<file path="src/rtl/dmem_arbiter_pkg.sv">
// Shared types and defaults for the data-memory arbiter between the pipeline
// memory stage and the DMA loader.
package dmem_arbiter_pkg;

    localparam int DEFAULT_ADDR_W = 13;
    localparam int DEFAULT_DATA_W = 32;

    // Who issued the access the memory is answering this cycle.
    typedef struct packed {
        logic valid;
        logic is_dma;
        logic was_read;
    } owner_t;

    function automatic logic owner_read_for(owner_t o, logic want_dma);
        return o.valid & o.was_read & (o.is_dma == want_dma);
    endfunction

endpackage

</file>
<file path="src/rtl/dmem_arbiter_starve_ctr.sv">
// Saturating count of consecutive denied-request cycles for one requester;
// 'starved' flags that the requester must win its next contested cycle.
module starve_ctr #(
    parameter int LIMIT = 4
) (
    input  logic clk,
    input  logic reset,
    input  logic req,
    input  logic gnt,
    output logic starved
);

    localparam int CNT_W = $clog2(LIMIT + 1);

    logic [CNT_W-1:0] cnt_reg;
    logic [CNT_W-1:0] cnt_next;

    assign starved = (cnt_reg >= CNT_W'(LIMIT));

    always_comb begin
        cnt_next = cnt_reg;
        if (!req || gnt) begin
            cnt_next = '0;
        end else if (!starved) begin
            cnt_next = cnt_reg + CNT_W'(1);
        end
    end

    always_ff @(posedge clk) begin
        if (reset) begin
            cnt_reg <= '0;
        end else begin
            cnt_reg <= cnt_next;
        end
    end

endmodule

</file>
<file path="src/rtl/dmem_arbiter.sv">
// Single-port data-memory arbiter: core vs. DMA loader with starvation
// protection, DMA burst lock and read-response routing by owner record.
module dmem_arbiter
    import dmem_arbiter_pkg::*;
#(
    parameter int ADDR_W       = DEFAULT_ADDR_W,
    parameter int DATA_W       = DEFAULT_DATA_W,
    parameter int STARVE_LIMIT = 4
) (
    input  logic              clk,
    input  logic              reset,
    input  logic              core_req,
    input  logic              core_we,
    input  logic [ADDR_W-1:0] core_addr,
    input  logic [DATA_W-1:0] core_wdata,
    output logic              core_gnt,
    output logic              core_stall,
    output logic              core_rvalid,
    output logic [DATA_W-1:0] core_rdata,
    input  logic              dma_req,
    input  logic              dma_we,
    input  logic              dma_lock,
    input  logic [ADDR_W-1:0] dma_addr,
    input  logic [DATA_W-1:0] dma_wdata,
    output logic              dma_gnt,
    output logic              dma_rvalid,
    output logic [DATA_W-1:0] dma_rdata,
    output logic              bram_we,
    output logic [ADDR_W-1:0] bram_addr,
    output logic [DATA_W-1:0] bram_din,
    input  logic [DATA_W-1:0] bram_dout
);

    // Index 0 = core, index 1 = DMA.
    logic [1:0] req_vec;
    logic [1:0] gnt_vec;
    logic [1:0] starved;

    logic   core_win;
    logic   dma_win;
    logic   lock_active_reg;
    logic   lock_active_next;
    owner_t owner_reg;
    owner_t owner_next;

    assign req_vec = {dma_req, core_req};
    assign gnt_vec = {dma_gnt, core_gnt};

    genvar gi;
    generate
        for (gi = 0; gi < 2; gi++) begin : g_starve
            starve_ctr #(
                .LIMIT(STARVE_LIMIT)
            ) u_starve_ctr (
                .clk    (clk),
                .reset  (reset),
                .req    (req_vec[gi]),
                .gnt    (gnt_vec[gi]),
                .starved(starved[gi])
            );
        end
    endgenerate

    // DMA is checked first so it wins when both counters saturate together.
    always_comb begin
        core_win = 1'b0;
        dma_win  = 1'b0;
        if (core_req && dma_req) begin
            if (starved[1]) begin
                dma_win = 1'b1;
            end else if (starved[0]) begin
                core_win = 1'b1;
            end else if (lock_active_reg) begin
                dma_win = 1'b1;
            end else begin
                core_win = 1'b1;
            end
        end else begin
            core_win = core_req;
            dma_win  = dma_req;
        end
    end

    assign core_gnt   = core_win & ~reset;
    assign dma_gnt    = dma_win & ~reset;
    assign core_stall = core_req & ~core_gnt;

    always_comb begin
        bram_we   = (core_gnt & core_we) | (dma_gnt & dma_we);
        bram_addr = '0;
        bram_din  = '0;
        if (dma_gnt) begin
            bram_addr = dma_addr;
            bram_din  = dma_wdata;
        end else if (core_gnt) begin
            bram_addr = core_addr;
            bram_din  = core_wdata;
        end
    end

    always_comb begin
        lock_active_next = lock_active_reg;
        if (dma_gnt && dma_lock) begin
            lock_active_next = 1'b1;
        end else if (!dma_req || !dma_lock) begin
            lock_active_next = 1'b0;
        end
        owner_next.valid    = core_gnt | dma_gnt;
        owner_next.is_dma   = dma_gnt;
        owner_next.was_read = (core_gnt & ~core_we) | (dma_gnt & ~dma_we);
    end

    always_ff @(posedge clk) begin
        if (reset) begin
            lock_active_reg <= 1'b0;
            owner_reg       <= '0;
        end else begin
            lock_active_reg <= lock_active_next;
            owner_reg       <= owner_next;
        end
    end

    // Gated by reset so a response in flight when reset arrives never escapes.
    assign core_rvalid = owner_read_for(owner_reg, 1'b0) & ~reset;
    assign dma_rvalid  = owner_read_for(owner_reg, 1'b1) & ~reset;
    assign core_rdata  = core_rvalid ? bram_dout : '0;
    assign dma_rdata   = dma_rvalid ? bram_dout : '0;

endmodule

</file>
<file path="config.mk">
export PLATFORM = sky130hd
export DESIGN_NAME = dmem_arbiter
export DESIGN_NICKNAME = d
export VERILOG_FILES = /design/src/rtl/dmem_arbiter_pkg.sv /design/src/rtl/dmem_arbiter_starve_ctr.sv /design/src/rtl/dmem_arbiter.sv
export SDC_FILE = /design/constraint.sdc
export NUM_CORES = 1
export LEC_CHECK = 0
export ABC_AREA = 1
export CORE_AREA = 10 10 86 88
export CTS_CLUSTER_DIAMETER = 200
export DETAILED_ROUTE_END_ITERATION = 6
export DIE_AREA = 0 0 96 98
export DONT_BUFFER_PORTS = 1
export PLACE_DENSITY_LB_ADDON = 0.1
export SLEW_MARGIN = 25
export SYNTH_ARGS = -nofsm -noshare
export SYNTH_HDL_FRONTEND = slang
export SYNTH_SLANG_ARGS = --single-unit
</file>
<file path="constraint.sdc">
create_clock -name clk -period 1.2 [get_ports clk]
set_input_delay 0.12 -clock clk [delete_from_list [all_inputs] [get_ports clk]]
set_output_delay 0.12 -clock clk [all_outputs]
set_load 0.02 [all_outputs]
</file>
==> impl_metrics.py, run 1 <==
metrics = {
    "grt": {
        "grt_first_pass_wirelength_mm": 13.7,
        "grt_pass1_vias": 2366,
        "grt_overflow": 0,
        "antenna_found_initial": 0,
        "grt_max_degree": 48,
        "grt_util_met2_pct": 35.1,
        "met3_usage_pct": 6.58,
        "top_usage_layer": "met2",
        "met1_usage_pct": 17.7,
        "grtUsageTotal_pct": 18.1,
    },
    "timing": {
        "finClkSkew_ps": 3.06,
        "max_freq_mhz": 681,
        "rsz0062_at_grt": "true",
        "timing.hold.ws_ps": 5.31,
        "slew_violations": 0,
        "layout_setup_ws_ps": -269,
        "period_share_pct": 122,
        "max_slew_margin_pct": 68.2,
        "hold_viol_final": 0,
        "min_period_ps": 1470,
        "tightestPinTransition_ps": 477,
        "final-setup-viol-count": 116,
    },
    "floorplan": {
        "die_x_microns": 96,
        "die_h_microns": 98,
        "start_util_pct": 28.7,
        "io-pin-count": 244,
        "dieArea_sq_um": 9410,
        "rows": 28,
        "coreArea_sq_um": 5750,
    },
    "synthesis": {
        "synthMuxAreaShare_pct": 0,
        "ys.flop_type": "dfxtp_1",
        "syn_inst": 326,
        "syn_avg_cell_area_sq_um": 5.05,
        "synth_top_family_by_area": "simple AND/OR/NAND/NOR gates",
        "yosys.area.top_type": "nand3_1",
        "synth_most_common_cell": "nand3_1",
        "async_flop_share_pct": 0,
        "synth_xor_area_share_pct": 0,
        "ys_ff_latch": 10,
        "synth-simple-area-share_pct": 62.1,
        "synthAdderAreaFrac_pct": 3.04,
        "synth_nets": 459,
        "yosys-top-cells-count": "93 x nand3_1, 69 x nor2_1, 60 x nand2_1, 43 x inv_1, 11 x buf_2",
        "synth_compound_area_share_pct": 2.28,
        "synth_area_leaders": "nand3_1 28%, nor2_1 16%, nand2_1 14%",
        "synthesis.area_sq_um": 1650,
        "ys_seq_area_share_pct": 12.2,
        "synth.distinct_cells": 21,
        "synth_edf_count": 0,
        "synth_top_area_share_pct": 28.3,
        "synth-warning-count": 0,
    },
    "drt": {
        "vias": 2553,
        "routed_wl_mm": 11.6,
        "vias_per_cell": 5.29,
        "antenna_left": 0,
        "avgRoutedWirePerCell_microns": 24.0,
        "first_pass_iters": 4,
        "drtIter0Drc": 97,
        "drc": 0,
    },
    "clocking": {
        "numCtsBuffers": 3,
        "clock_latency_ps": 230,
        "tritoncts": "done",
        "root_buffer": "clkbuf_8",
        "cts.sinks": 10,
        "htreeDepth": 1,
        "cts_buffer_depth": 2,
        "path_clk_slew_ps": 50,
    },
    "finish": {
        "insertedDiodeCount": 0,
        "final-instance-count-excl-fill": 483,
        "postLayoutCoreUtil_pct": 68.2,
        "synthToLayoutAreaGrowth_pct": 138,
        "drive_above_1_share_pct": 66.4,
        "largest_reg_flops": 6,
        "layout.nets": 542,
        "n_fill_cell": 457,
    },
    "critical_path": {
        "critPathLaunchType": "register",
        "crit_type": "reg -> out",
        "required_ps": 1080,
        "crit_path_end_kind": "output pin",
        "arrival_ps": 1350,
        "cp_max_fo": 8,
    },
    "status": {
        "violations": "setup timing",
        "outcome": "complete, but fails checks",
    },
    "min_path": {
        "hp-class": "in -> reg",
    },
    "power_and_ir_drop": {
        "ir_drop_v": 0.000527,
        "power.leakage_nw": 1.78,
        "p_per_area_nw_per_um2": 425,
    },
    "placement": {
        "io_buffers": 0,
        "gp_congestion": 0.866,
        "place.detailed.hpwl_mm": 7.39,
        "pre_cts_ws_ps": -43.3,
        "dp_cells": 456,
    },
    "run": {
        "maxCapViolations": 0,
    },
}
==> per-stage QoR <==
stage / setup TNS, ps / power, W / instance area (sq um)
after CTS: -17840 / 0.00139 / 2770
after detailed placement: -715 / 0.000891 / 2350
after floorplan: 0 / 0.000778 / 1730
final: -24760 / 0.00166 / 3920
after global placement: -16.6 / 0.000888 / 2350
after global routing: -32350 / 0.00173 / 3920
==> power breakdown <==
part	internal [W]	switching (W)	leakage [nW]
registers	0.000342	0.00000554	0.0837
logic	0.000332	0.000557	1.67
clock network	0.000289	0.000138	0.0288
total	0.000962	0.000701	1.78
==> cell families (layout without fill, tap and decap cells) <==
| group | after synthesis | count (layout) |
|---|---|---|
| simple gates | 232 | 232 |
| buf+inv | 73 | 155 |
| compound gates | 7 | 7 |
| flops | 10 | 10 |
| fa+ha+maj | 4 | 4 |
==> layer usage <==
layer / up-vias / share of wire, %
met4: 0 / 1.6
met5: - / 0
met2: 168 / 54
li1: 1200 / -
met1: 1169 / 33
met3: 16 / 11
==> path summary, 6_finish.rpt <==
path         slack (ps)  cells after the start               to                           startpoint
max                -270                      7    bram_addr[10]  g_starve[0].u_starve_ctr.cnt_reg[2]
min                   5                      2  lock_active_reg                             dma_lock
max reg2reg         -50                      8     owner_reg[0]  g_starve[0].u_starve_ctr.cnt_reg[2]
min reg2reg         480                      2  lock_active_reg                      lock_active_reg
==> critical path, cell delays in order, from the launching register on <==
cell and delay, ps:
dfxtp_2 330, inv_2 50, nand2_4 80, nand2_4 70, nand2_8 160, clkbuf_16 180, nand3_1 80, nand2_2 150
==> layout make-up <==
class                   count  area, sq um  area share, %
inverters                  47          179           4.57
clock buffers               4         55.1           1.41
repair buffers            104         1190           30.4
multi-input cells         243         2190           56.0
flip-flops and latches     10          206           5.27
well taps                  75         93.8           2.40
==> placed cells by master (no fill, tap or decap), types with 4 or more instances in the layout <==
cell type / instances
a21oi_1: 6
buf_12: 8
buf_4: 53
buf_6: 31
clkbuf_16: 7
clkbuf_8: 4
dfxtp_1: 5
dfxtp_2: 5
ha_1: 4
inv_1: 42
inv_2: 4
nand2_1: 12
nand2_2: 7
nand2_4: 42
nand3_1: 19
nand3_2: 37
nand3_4: 38
nor2_1: 44
nor2_2: 25
==> repair_timing <==
action	CTS	global route
gates resized for setup	65	183
hold buffers	1	0
buffers inserted	1	7
endpoints found under the setup margin	115	115
gates cloned	4	10
endpoints found under the hold margin	1	0
pin swaps	2	42
No activity file was read; power rests on OpenSTA's default activity.
==> run 2, diff against run 1 <==
--- a/config.mk
+++ b/config.mk
@@ -6,13 +6,13 @@
 export NUM_CORES = 1
 export LEC_CHECK = 0
 export ABC_AREA = 1
-export CORE_AREA = 10 10 86 88
+export CORE_AREA = 2 2 95 97
 export CTS_CLUSTER_DIAMETER = 200
 export DETAILED_ROUTE_END_ITERATION = 6
-export DIE_AREA = 0 0 96 98
+export DIE_AREA = 0 0 97 99
 export DONT_BUFFER_PORTS = 1
-export PLACE_DENSITY_LB_ADDON = 0.1
 export SLEW_MARGIN = 25
 export SYNTH_ARGS = -nofsm -noshare
 export SYNTH_HDL_FRONTEND = slang
 export SYNTH_SLANG_ARGS = --single-unit
+export TNS_END_PERCENT = 20
==> impl_metrics.py, run 2 (same netlist as run 1, synthesis figures left out) <==
metrics = {
    "status": {
        "outcome": "complete, but fails checks",
        "violations": "setup timing",
    },
    "finish": {
        "insertedDiodeCount": 0,
        "largest_reg_flops": 6,
        "layout_commonest_cell": "nand3_1",
        "layout.nets": 525,
        "final-instance-count-excl-fill": 498,
        "postLayoutCoreUtil_pct": 35.3,
        "drive_above_1_share_pct": 50.3,
        "synthToLayoutAreaGrowth_pct": 83.1,
        "mostFrequentLayoutCells": "71 x nand3_1, 54 x buf_4, 51 x nor2_1, 42 x inv_1, 36 x nand2_2",
    },
    "floorplan": {
        "coreArea_sq_um": 8550,
        "io-pin-count": 244,
        "start_util_pct": 19.3,
        "rows": 34,
        "die_x_microns": 97,
        "die_h_microns": 99,
        "dieArea_sq_um": 9600,
    },
    "power_and_ir_drop": {
        "ir_drop_v": 0.000220,
        "intPower_w": 0.000791,
        "seqPwrFrac_pct": 25.4,
        "power.leakage_nw": 1.53,
        "swShare_pct": 42.2,
        "p_switching_w": 0.000578,
        "p_per_area_nw_per_um2": 454,
        "total_power_w": 0.00137,
        "combinationalPowerShare_pct": 50.1,
        "pwr-share-clk_pct": 24.5,
    },
    "min_path": {
        "holdPathEnd": "owner_reg[2]",
        "holdPathStages": 2,
        "hp-class": "in -> reg",
        "hp-start": "dma_req",
    },
    "placement": {
        "io_buffers": 0,
        "gp_congestion": 0.843,
        "pre_cts_ws_ps": -59.1,
        "dp_cells": 485,
        "place.detailed.hpwl_mm": 5.28,
    },
    "timing": {
        "hold_viol_final": 0,
        "period_share_pct": 121,
        "slew_violations": 0,
        "finClkSkew_ps": 3.62,
        "max_freq_mhz": 688,
        "setup-tns-final_ps": -18390,
        "min_period_ps": 1450,
        "rsz0062_at_grt": "true",
        "layout_setup_ws_ps": -253,
        "tightestPinTransition_ps": 300,
        "max_slew_margin_pct": 80.0,
        "final-setup-viol-count": 115,
    },
    "critical_path": {
        "cp_max_fo": 12,
        "critPathLaunchType": "register",
        "rrSetupSlack_ps": 30,
        "crit_path_end_kind": "output pin",
        "arrival_ps": 1330,
        "required_ps": 1080,
        "r2r_end": "lock_active_reg",
        "r2r-start": "g_starve[0].u_starve_ctr.cnt_reg[2]",
        "worstRegToRegCells": 6,
        "crit_type": "reg -> out",
    },
    "grt": {
        "grt_pass1_vias": 2122,
        "grt_overflow": 0,
        "grtUsageTotal_pct": 13.3,
        "antenna_found_initial": 0,
        "grt_first_pass_wirelength_mm": 10.7,
        "grt_max_degree": 50,
    },
    "drt": {
        "drc": 0,
        "routed_wl_mm": 8.02,
        "avgRoutedWirePerCell_microns": 16.1,
        "first_pass_iters": 4,
        "antenna_left": 0,
        "drtIter0Drc": 110,
        "vias_per_cell": 4.85,
        "vias": 2414,
    },
    "clocking": {
        "root_buffer": "clkbuf_8",
        "numCtsBuffers": 3,
        "cts.sinks": 10,
        "htreeDepth": 1,
        "path_clk_slew_ps": 50,
        "clock_latency_ps": 230,
        "cts_buffer_depth": 2,
        "tritoncts": "done",
    },
    "run": {
        "maxCapViolations": 0,
    },
}
-- run 2: changes by cell type in the layout (fill, tap and decap cells not counted), sizes merged --
cell,previous run,this run
clkbuf,11,6
buf,96,83
-- run 2: what timing repair did --
| item | 4_1_cts | 5_1_grt |
|---|---|---|
| hold buffers | 1 | 0 |
| gates resized for setup | 73 | 67 |
| gates cloned | 3 | 4 |
| pin swaps | 2 | 40 |
| setup endpoints to repair | 115 | 116 |
| hold endpoints to repair | 1 | 0 |
| buffers inserted | 3 | 1 |
-- run 2: power groups by stage --
stage	clock network (W)	logic [W]	registers, W
floorplan	0	0.000408	0.000352
global placement	0	0.000489	0.000352
detailed placement	0	0.000500	0.000353
CTS	0.000344	0.000579	0.000348
global route	0.000370	0.000729	0.000349
finish	0.000335	0.000686	0.000348
-- run 2: final cells by class --
cell class,instances,area [sq um]
fill,893,5540
multi-input combinational,243,1540
timing repair buffer,87,907
sequential,10,208
inverter,47,181
tap,108,135
clock buffer,3,41.3
-- run 2: worst max-delay path, cell delays in order, from the launching register on --
cell and delay (ps):
dfxtp_2 320, inv_2 70, nand2_4 70, nand3_4 200, clkbuf_16 220, nand3_1 90, nand2_2 130
-- run 2: per-layer routing --
| metal | vias up | GRT usage [%] | wire length (microns) |
|---|---|---|---|
| met2 | 164 | 25.5 | 4240 |
| met4 | 0 | 2.28 | 52 |
| met3 | 6 | 3.33 | 695 |
| met5 | - | 0 | 0 |
| met1 | 1094 | 14.9 | 3030 |
| li1 | 1150 | - | - |
-- run 2: worst max-delay path by stage --
stage,from,to,slack (ps),cells past startpoint
6_report,g_starve[0].u_starve_ctr.cnt_reg[2],bram_din[10],-250,6
5_1_grt,g_starve[0].u_starve_ctr.cnt_reg[2],bram_din[14],-300,6
4_1_cts,g_starve[0].u_starve_ctr.cnt_reg[2],bram_din[27],-250,8
3_5_place_dp,g_starve[0].u_starve_ctr.cnt_reg[2],bram_din[2],-60,7
3_3_place_gp,g_starve[0].u_starve_ctr.cnt_reg[2],bram_din[3],1,7
2_1_floorplan,g_starve[0].u_starve_ctr.cnt_reg[2],bram_addr[9],-20,8
-- run 2: stage by stage --
step	hold slack (ps)	cell area, sq um
after floorplan	189	1660
after global routing	40.6	3010
after global placement	198	2300
after CTS	8.13	2680
after detailed placement	195	2300
final	46.4	3010
